`config.mk`:
```
export PLATFORM = sky130hd
export DESIGN_NAME = traffic_conflict_monitor
export DESIGN_NICKNAME = d
export VERILOG_FILES = /design/src/rtl/traffic_pkg.sv /design/src/rtl/light_dwell_tracker.sv /design/src/rtl/traffic_conflict_monitor.sv
export SDC_FILE = /design/constraint.sdc
export NUM_CORES = 1
export LEC_CHECK = 0
export CAP_MARGIN = 20
export CELL_PAD_IN_SITES_DETAIL_PLACEMENT = 2
export CELL_PAD_IN_SITES_GLOBAL_PLACEMENT = 2
export CORE_MARGIN = 1
export CORE_UTILIZATION = 34
export CTS_CLUSTER_SIZE = 25
export DETAILED_ROUTE_END_ITERATION = 8
export GPL_ROUTABILITY_DRIVEN = 0
export PLACE_DENSITY_LB_ADDON = 0.1
export RECOVER_POWER = 50
export SLEW_MARGIN = 30
export SYNTH_ARGS = -nofsm -noshare
export SYNTH_HDL_FRONTEND = slang
export SYNTH_SLANG_ARGS = --single-unit
export TNS_END_PERCENT = 20
```
`constraint.sdc`:
```
create_clock -name clk -period 2.3 [get_ports clk]
set_input_delay 0.46 -clock clk [delete_from_list [all_inputs] [get_ports clk]]
set_output_delay 0.46 -clock clk [all_outputs]
set_load 0.05 [all_outputs]
```
`src/rtl/traffic_pkg.sv`:
```
// Shared lamp encodings, fault codes and FSM state type for the
// traffic conflict monitor and its per-direction dwell trackers.
package traffic_pkg;

   // Lamp codes are one-hot {R,Y,G}
   localparam logic [2:0] RED      = 3'b100;
   localparam logic [2:0] YELLOW   = 3'b010;
   localparam logic [2:0] GREEN    = 3'b001;
   localparam logic [2:0] LAMP_OFF = 3'b000;

   localparam logic [2:0] FC_NONE     = 3'd0;
   localparam logic [2:0] FC_ENCODING = 3'd1;
   localparam logic [2:0] FC_CONFLICT = 3'd2;
   localparam logic [2:0] FC_SEQUENCE = 3'd3;
   localparam logic [2:0] FC_SHORT    = 3'd4;
   localparam logic [2:0] FC_STALL    = 3'd5;

   typedef enum logic {
      ST_MONITOR = 1'b0,
      ST_FAULT   = 1'b1
   } state_e;

   function automatic logic is_one_hot(input logic [2:0] code);
      return (code == RED) || (code == YELLOW) || (code == GREEN);
   endfunction

endpackage

```
`src/rtl/light_dwell_tracker.sv`:
```
// Per-direction history: remembers the previous lamp sample and how many
// consecutive samples the current colour has been held, and flags illegal
// transitions, colours left too early, and colours held too long.
module light_dwell_tracker
   import traffic_pkg::*;
#(
   parameter int MIN_GREEN  = 16,
   parameter int MIN_YELLOW = 16,
   parameter int MAX_PHASE  = 64
) (
   input  logic       clk,
   input  logic       reset,
   input  logic [2:0] cur,
   input  logic       first,
   output logic       bad_seq,
   output logic       short_phase,
   output logic       stall
);

   // Wide enough to hold the saturation value MAX_PHASE+1
   localparam int DW = $clog2(MAX_PHASE + 2);

   logic [2:0]    prev_q, prev_d;
   logic [DW-1:0] dwell_q, dwell_d;

   // Dwell of the current sample and the transition checks against prev
   always_comb begin
      // NOTE: every output of this block gets a default first, so no path leaves a latch behind.
      prev_d      = cur;
      dwell_d     = dwell_q;
      bad_seq     = 1'b0;
      short_phase = 1'b0;

      if (first || (cur != prev_q)) begin
         dwell_d = DW'(1);
      end else if (dwell_q <= DW'(MAX_PHASE)) begin
         dwell_d = dwell_q + 1'b1;
      end

      // dwell_q is the length of the run that prev belongs to
      if (!first && (cur != prev_q)) begin
         case ({prev_q, cur})
            {GREEN, YELLOW}: short_phase = (dwell_q < DW'(MIN_GREEN));
            {YELLOW, RED}:   short_phase = (dwell_q < DW'(MIN_YELLOW));
            {RED, GREEN}:    short_phase = 1'b0;
            default:         bad_seq     = 1'b1;
         endcase
      end

      stall = (dwell_d > DW'(MAX_PHASE));
   end

   // History registers
   always_ff @(posedge clk or posedge reset) begin
      // NOTE: state flops use non-blocking assignment so every flop samples pre-edge values.
      if (reset) begin
         prev_q  <= RED;
         dwell_q <= DW'(1);
      end else begin
         prev_q  <= prev_d;
         dwell_q <= dwell_d;
      end
   end

endmodule

```
`src/rtl/traffic_conflict_monitor.sv`:
```
// Safety stage between the traffic light controller and the lamp drivers.
// Forwards lamp codes two cycles late while they are legal; on the first
// violation it latches a fault code and flashes red on both directions
// until the operator clears it with a legal, non-conflicting sample present.
module traffic_conflict_monitor
   import traffic_pkg::*;
#(
   parameter int MIN_GREEN  = 16,
   parameter int MIN_YELLOW = 16,
   parameter int MAX_PHASE  = 64,
   parameter int FLASH_HALF = 8
) (
   input  logic       clk,
   input  logic       reset,
   input  logic [2:0] ns_in,
   input  logic [2:0] ew_in,
   input  logic       fault_clear,
   output logic [2:0] ns_out,
   output logic [2:0] ew_out,
   output logic       fault,
   output logic [2:0] fault_code
);

   localparam int FW = $clog2(2 * FLASH_HALF);

   state_e        state_q, state_d;
   logic [2:0]    cur_ns_q, cur_ns_d, cur_ew_q, cur_ew_d;
   logic [2:0]    ns_out_q, ns_out_d, ew_out_q, ew_out_d;
   logic [2:0]    code_q, code_d;
   logic          first_q, first_d;
   logic [FW-1:0] flash_q, flash_d;

   logic       enc_bad, conflict;
   logic       ns_bad_seq, ns_short, ns_stall;
   logic       ew_bad_seq, ew_short, ew_stall;
   logic [2:0] hit_code;

   light_dwell_tracker #(
      .MIN_GREEN (MIN_GREEN),
      .MIN_YELLOW(MIN_YELLOW),
      .MAX_PHASE (MAX_PHASE)
   ) u_ns_tracker (
      .clk        (clk),
      .reset      (reset),
      .cur        (cur_ns_q),
      .first      (first_q),
      .bad_seq    (ns_bad_seq),
      .short_phase(ns_short),
      .stall      (ns_stall)
   );

   light_dwell_tracker #(
      .MIN_GREEN (MIN_GREEN),
      .MIN_YELLOW(MIN_YELLOW),
      .MAX_PHASE (MAX_PHASE)
   ) u_ew_tracker (
      .clk        (clk),
      .reset      (reset),
      .cur        (cur_ew_q),
      .first      (first_q),
      .bad_seq    (ew_bad_seq),
      .short_phase(ew_short),
      .stall      (ew_stall)
   );

   // Sample-level checks, lowest fault code wins
   always_comb begin
      enc_bad  = !is_one_hot(cur_ns_q) || !is_one_hot(cur_ew_q);
      conflict = (cur_ns_q != RED) && (cur_ew_q != RED);
      hit_code = FC_NONE;
      if (enc_bad) begin
         hit_code = FC_ENCODING;
      end else if (conflict) begin
         hit_code = FC_CONFLICT;
      end else if (ns_bad_seq || ew_bad_seq) begin
         hit_code = FC_SEQUENCE;
      end else if (ns_short || ew_short) begin
         hit_code = FC_SHORT;
      end else if (ns_stall || ew_stall) begin
         hit_code = FC_STALL;
      end
   end

   // Next state, fault latch, flasher and lamp outputs
   always_comb begin
      cur_ns_d = ns_in;
      cur_ew_d = ew_in;
      state_d  = state_q;
      code_d   = code_q;
      first_d  = first_q;
      flash_d  = flash_q;
      ns_out_d = ns_out_q;
      ew_out_d = ew_out_q;

      case (state_q)
         ST_MONITOR: begin
            first_d = 1'b0;
            if (hit_code != FC_NONE) begin
               state_d  = ST_FAULT;
               code_d   = hit_code;
               flash_d  = '0;
               ns_out_d = RED;
               ew_out_d = RED;
            end else begin
               ns_out_d = cur_ns_q;
               ew_out_d = cur_ew_q;
            end
         end
         ST_FAULT: begin
            // Only encoding and conflict gate recovery; history restarts via first_d
            if (fault_clear && !enc_bad && !conflict) begin
               state_d  = ST_MONITOR;
               code_d   = FC_NONE;
               first_d  = 1'b1;
               ns_out_d = cur_ns_q;
               ew_out_d = cur_ew_q;
            end else begin
               flash_d  = (flash_q == FW'(2 * FLASH_HALF - 1)) ? '0 : flash_q + 1'b1;
               ns_out_d = (flash_d < FW'(FLASH_HALF)) ? RED : LAMP_OFF;
               ew_out_d = (flash_d < FW'(FLASH_HALF)) ? RED : LAMP_OFF;
            end
         end
         default: state_d = ST_MONITOR;
      endcase
   end

   // Pipeline, FSM and output registers
   always_ff @(posedge clk or posedge reset) begin
      if (reset) begin
         state_q  <= ST_MONITOR;
         cur_ns_q <= RED;
         cur_ew_q <= RED;
         ns_out_q <= RED;
         ew_out_q <= RED;
         code_q   <= FC_NONE;
         first_q  <= 1'b1;
         flash_q  <= '0;
      end else begin
         state_q  <= state_d;
         cur_ns_q <= cur_ns_d;
         cur_ew_q <= cur_ew_d;
         ns_out_q <= ns_out_d;
         ew_out_q <= ew_out_d;
         code_q   <= code_d;
         first_q  <= first_d;
         flash_q  <= flash_d;
      end
   end

   assign ns_out     = ns_out_q;
   assign ew_out     = ew_out_q;
   assign fault      = (state_q == ST_FAULT);
   assign fault_code = code_q;

endmodule

```
==> results.md <==
* Setup Viol. Count Final at 13
* Largest net degree at the start of global routing at 42
* Status: finished with violations
* Avg Vias per Cell at 5.33
* Crit path kind: reg -> reg
* Worst hold start: cur_ew_q[2]
* CP required at 2500 ps
* Synth Flop Type: dfrtp_1
* Share of synthesized flip-flops with an asynchronous set or reset at 100%
* Most common cell in the netlist: dfrtp_1
* Placed cell count at 324
* Critical path's slowest cell: or4_4
* CTS max path bufs at 2
* CTS H-tree depth at 2
* CP Capture Type: flop
* Hold-critical path depth at 0
* Syn nets at 224
* F_max at 417 MHz
* Clock skew at 10.1 ps
* Crit Reg-Reg Endpoint: flash_q[2]
* Post-Synth Simple-Gate Area at 22.1%
* Synth warnings at 0
* Setup ws final at -101 ps
* Worst-Margin Slew at 1060 ps
* Clock sinks at 41
* Rel. slew slack at 29.4%
* Nets at 272
* Fillers at 684
* Site row count at 29
* Max_cap viols at 0
* RSZ-0062 raised after global routing: true
* Mean Syn Cell Area at 10.5 um2
* CTS root buf: clkbuf_8
* Grt ovf at 0
* Tcrit/Tclk final at 104%
* Final hold violation count at 0
* CP arrival at 2600 ps
* Area after DPL at 2650 um2
* Launch point of the worst reg-to-reg path: u_ns_tracker.dwell_q[4]
* TritonRoute pass-1 iters at 4
* Crit-path max FO at 9
* WHS Endpoint: u_ew_tracker.prev_q[2]
* Post-synth top cells: dfrtp_1 (32), nor2_1 (22), a21oi_1 (11), o21ai_0 (11)
* Wire per inst at 18.3 um
* Critical Path Source Type: flop
* Gr usage total at 19.5%
* Reg2reg setup slack at -100 ps
* DRC errors left at 0
* R2R depth at 7
* Worst setup path startpoint: u_ns_tracker.dwell_q[4]
* Crit path max-delay family: compound AO/OA/AOI/OAI gates
* Vias in the first global route at 2012
* Adder-cell share of the synthesized area at 1.69%
* Syn Std Cell Area at 2220 um2
* Final wirelength at 6.20 mm
* Core ar. at 6310 um2
* 1st-iter DRT viols at 42
* Share of Yosys cell area claimed by the top area cell type at 36.0%
* Combinational family with the most area after synthesis: simple AND/OR/NAND/NOR gates
* Crit-path cells: or4_4, o311a_1, nor3_2, o41a_1, nor3b_4, buf_6, a22o_1
* CP max stage delay at 550 ps
* Layout cells sized above 1 at 25.3%
* Worst min-delay path category: reg -> reg
* DP HPWL at 4.51 mm
* Post-Synthesis Cells at 212
* Synthesis-stage register bit count at 41
* Post-route design area at 2830 um2
* Post-cts hold buffer count at 0
* First-pass GRT wire length at 10.6 mm
* Total power at 2.00 mW
* Die width at 82.8 um
* Power per cell area at 708 nW/um2
* Die footprint at 6860 um2
* Compound-cell area share of the yosys netlist at 16.0%
* Netlist cell types at 53
* Overall die height at 82.8 um
* IO Pins at 19
* Final Non-Filler Cells at 338
* Xor/xnor share of the synthesized area at 8.73%
* Post-synthesis mux area share at 1.35%
* Worst slack, placed at -165 ps
* Area leader, netlist: dfrtp_1
* PortBufs at 18
* Buf/Inv on CP at 1
* Num CTS Buffers at 5
* Max-slew violation count at 0
* Clock slew at reported path FFs at 90 ps
* Failing checks: setup timing
* Post-route ant nets at 0
* Ant diodes at 0
* CTS tree: built
* Hold_ws at 461 ps
* Vias at 1803
* Initial core utilization at 35.2%
* Number of synthesized flops with an enable pin at 0
* Area grow syn2layout at 27.3%
* Peak supply drop at 0.438 mV
* Clock period minus worst slack at 2400 ps
* Sequential area share after synthesis at 46.7%
* Cell leakage power at 1.18 nW
* Initial antenna violation count at 0
* Clock Latency Late Sink at 310 ps
* Synth top area cells: dfrtp_1 (36%), dfstp_2 (11%), nor2_1 (3.7%)
==> how the worst max path moves through the flow <==
stage | cells after the start | endpoint | slack (ps)
global placement | 7 | flash_q[2] | 30
CTS | 8 | flash_q[3] | -110
global route | 8 | flash_q[3] | -220
finish | 7 | flash_q[2] | -100
floorplan | 7 | fault_code[0] | 0.4
detailed placement | 8 | flash_q[3] | -170
==> per-layer routing <==
| layer | part of all wire [%] | vias up | GRT usage (%) |
|---|---|---|---|
| li1 | - | 869 | - |
| met1 | 44 | 908 | 24.9 |
| met4 | 1.2 | 0 | 5.33 |
| met5 | 0 | - | 0 |
| met2 | 52 | 18 | 33.9 |
| met3 | 2.6 | 8 | 3.58 |
==> power by group <==
part	switching, mW	total [mW]	internal (mW)
Sequential	0.0946	0.925	0.830
Combinational	0.326	0.592	0.266
Clock	0.276	0.485	0.210
Total	0.697	2.00	1.31
==> layout by cell type, fill, tap and decap left out, types with 4 or more instances in the layout <==
master and count:
xnor2_1 9, nand4_1 4, inv_1 7, nand2_1 8
nor3_1 6, nor4bb_1 5, a21oi_1 11, clkdlybuf4s50_1 11
dlygate4sd3_1 7, clkbuf_8 5, buf_4 26, xor2_1 5
a22o_1 4, o21a_1 4, dfstp_2 9, o21ai_0 11
dfrtp_1 31, a22oi_1 4, nor2_1 21, nand3_1 7
==> registers in the layout (all words and copies together), names as in the netlist <==
register,cells
u_ew_tracker.dwell_q,7
u_ns_tracker.dwell_q,7
flash_q,4
cur_ew_q,3
cur_ns_q,3
ew_out,3
fault_code,3
ns_out,3
u_ew_tracker.prev_q,3
u_ns_tracker.prev_q,3
fault,1
first_q,1
==> worst reg2reg max path, delay by kind of cell (launching register included) <==
kind | cells | cell delay [ps]
AO/OA/AOI/OAI | 3 | 920
AND/OR/NAND/NOR | 3 | 820
flip-flops | 1 | 400
buffers and inverters | 1 | 150
==> final cells by class <==
cell class | instances | area, um2 | area share [%]
Clock buffer | 5 | 68.8 | 2.43
Clock inverter | 3 | 17.5 | 0.619
Inverter | 7 | 26.3 | 0.929
Multi-Input combinational cell | 155 | 1160 | 41.0
Sequential cell | 41 | 1040 | 36.7
Tap cell | 77 | 96.3 | 3.41
Timing Repair Buffer | 50 | 422 | 14.9
==> kinds of logic after synthesis <==
group	Yosys count
simple gates	80
compound gates	52
flops	41
xor+xnor	17
buf+inv	16
mux	3
fa+ha+maj	3
==> per-stage QoR <==
step | setup TNS [ps] | util (%)
after floorplan | 0 | -
after global placement | 0 | 42.0
after global routing | -2390 | 44.8
after CTS | -641 | 44.0
after detailed placement | -1310 | 42.0
final | -585 | 44.8
==> repair_timing <==
| action | in CTS | in global routing |
|---|---|---|
| resized for setup | 9 | 5 |
| gates cloned | 0 | 0 |
| endpoints found under the hold margin | 0 | 0 |
| buffers inserted | 2 | 4 |
| setup endpoints to repair | 13 | 13 |
| pin swaps | 10 | 7 |
(Power assumes the default switching activity.)
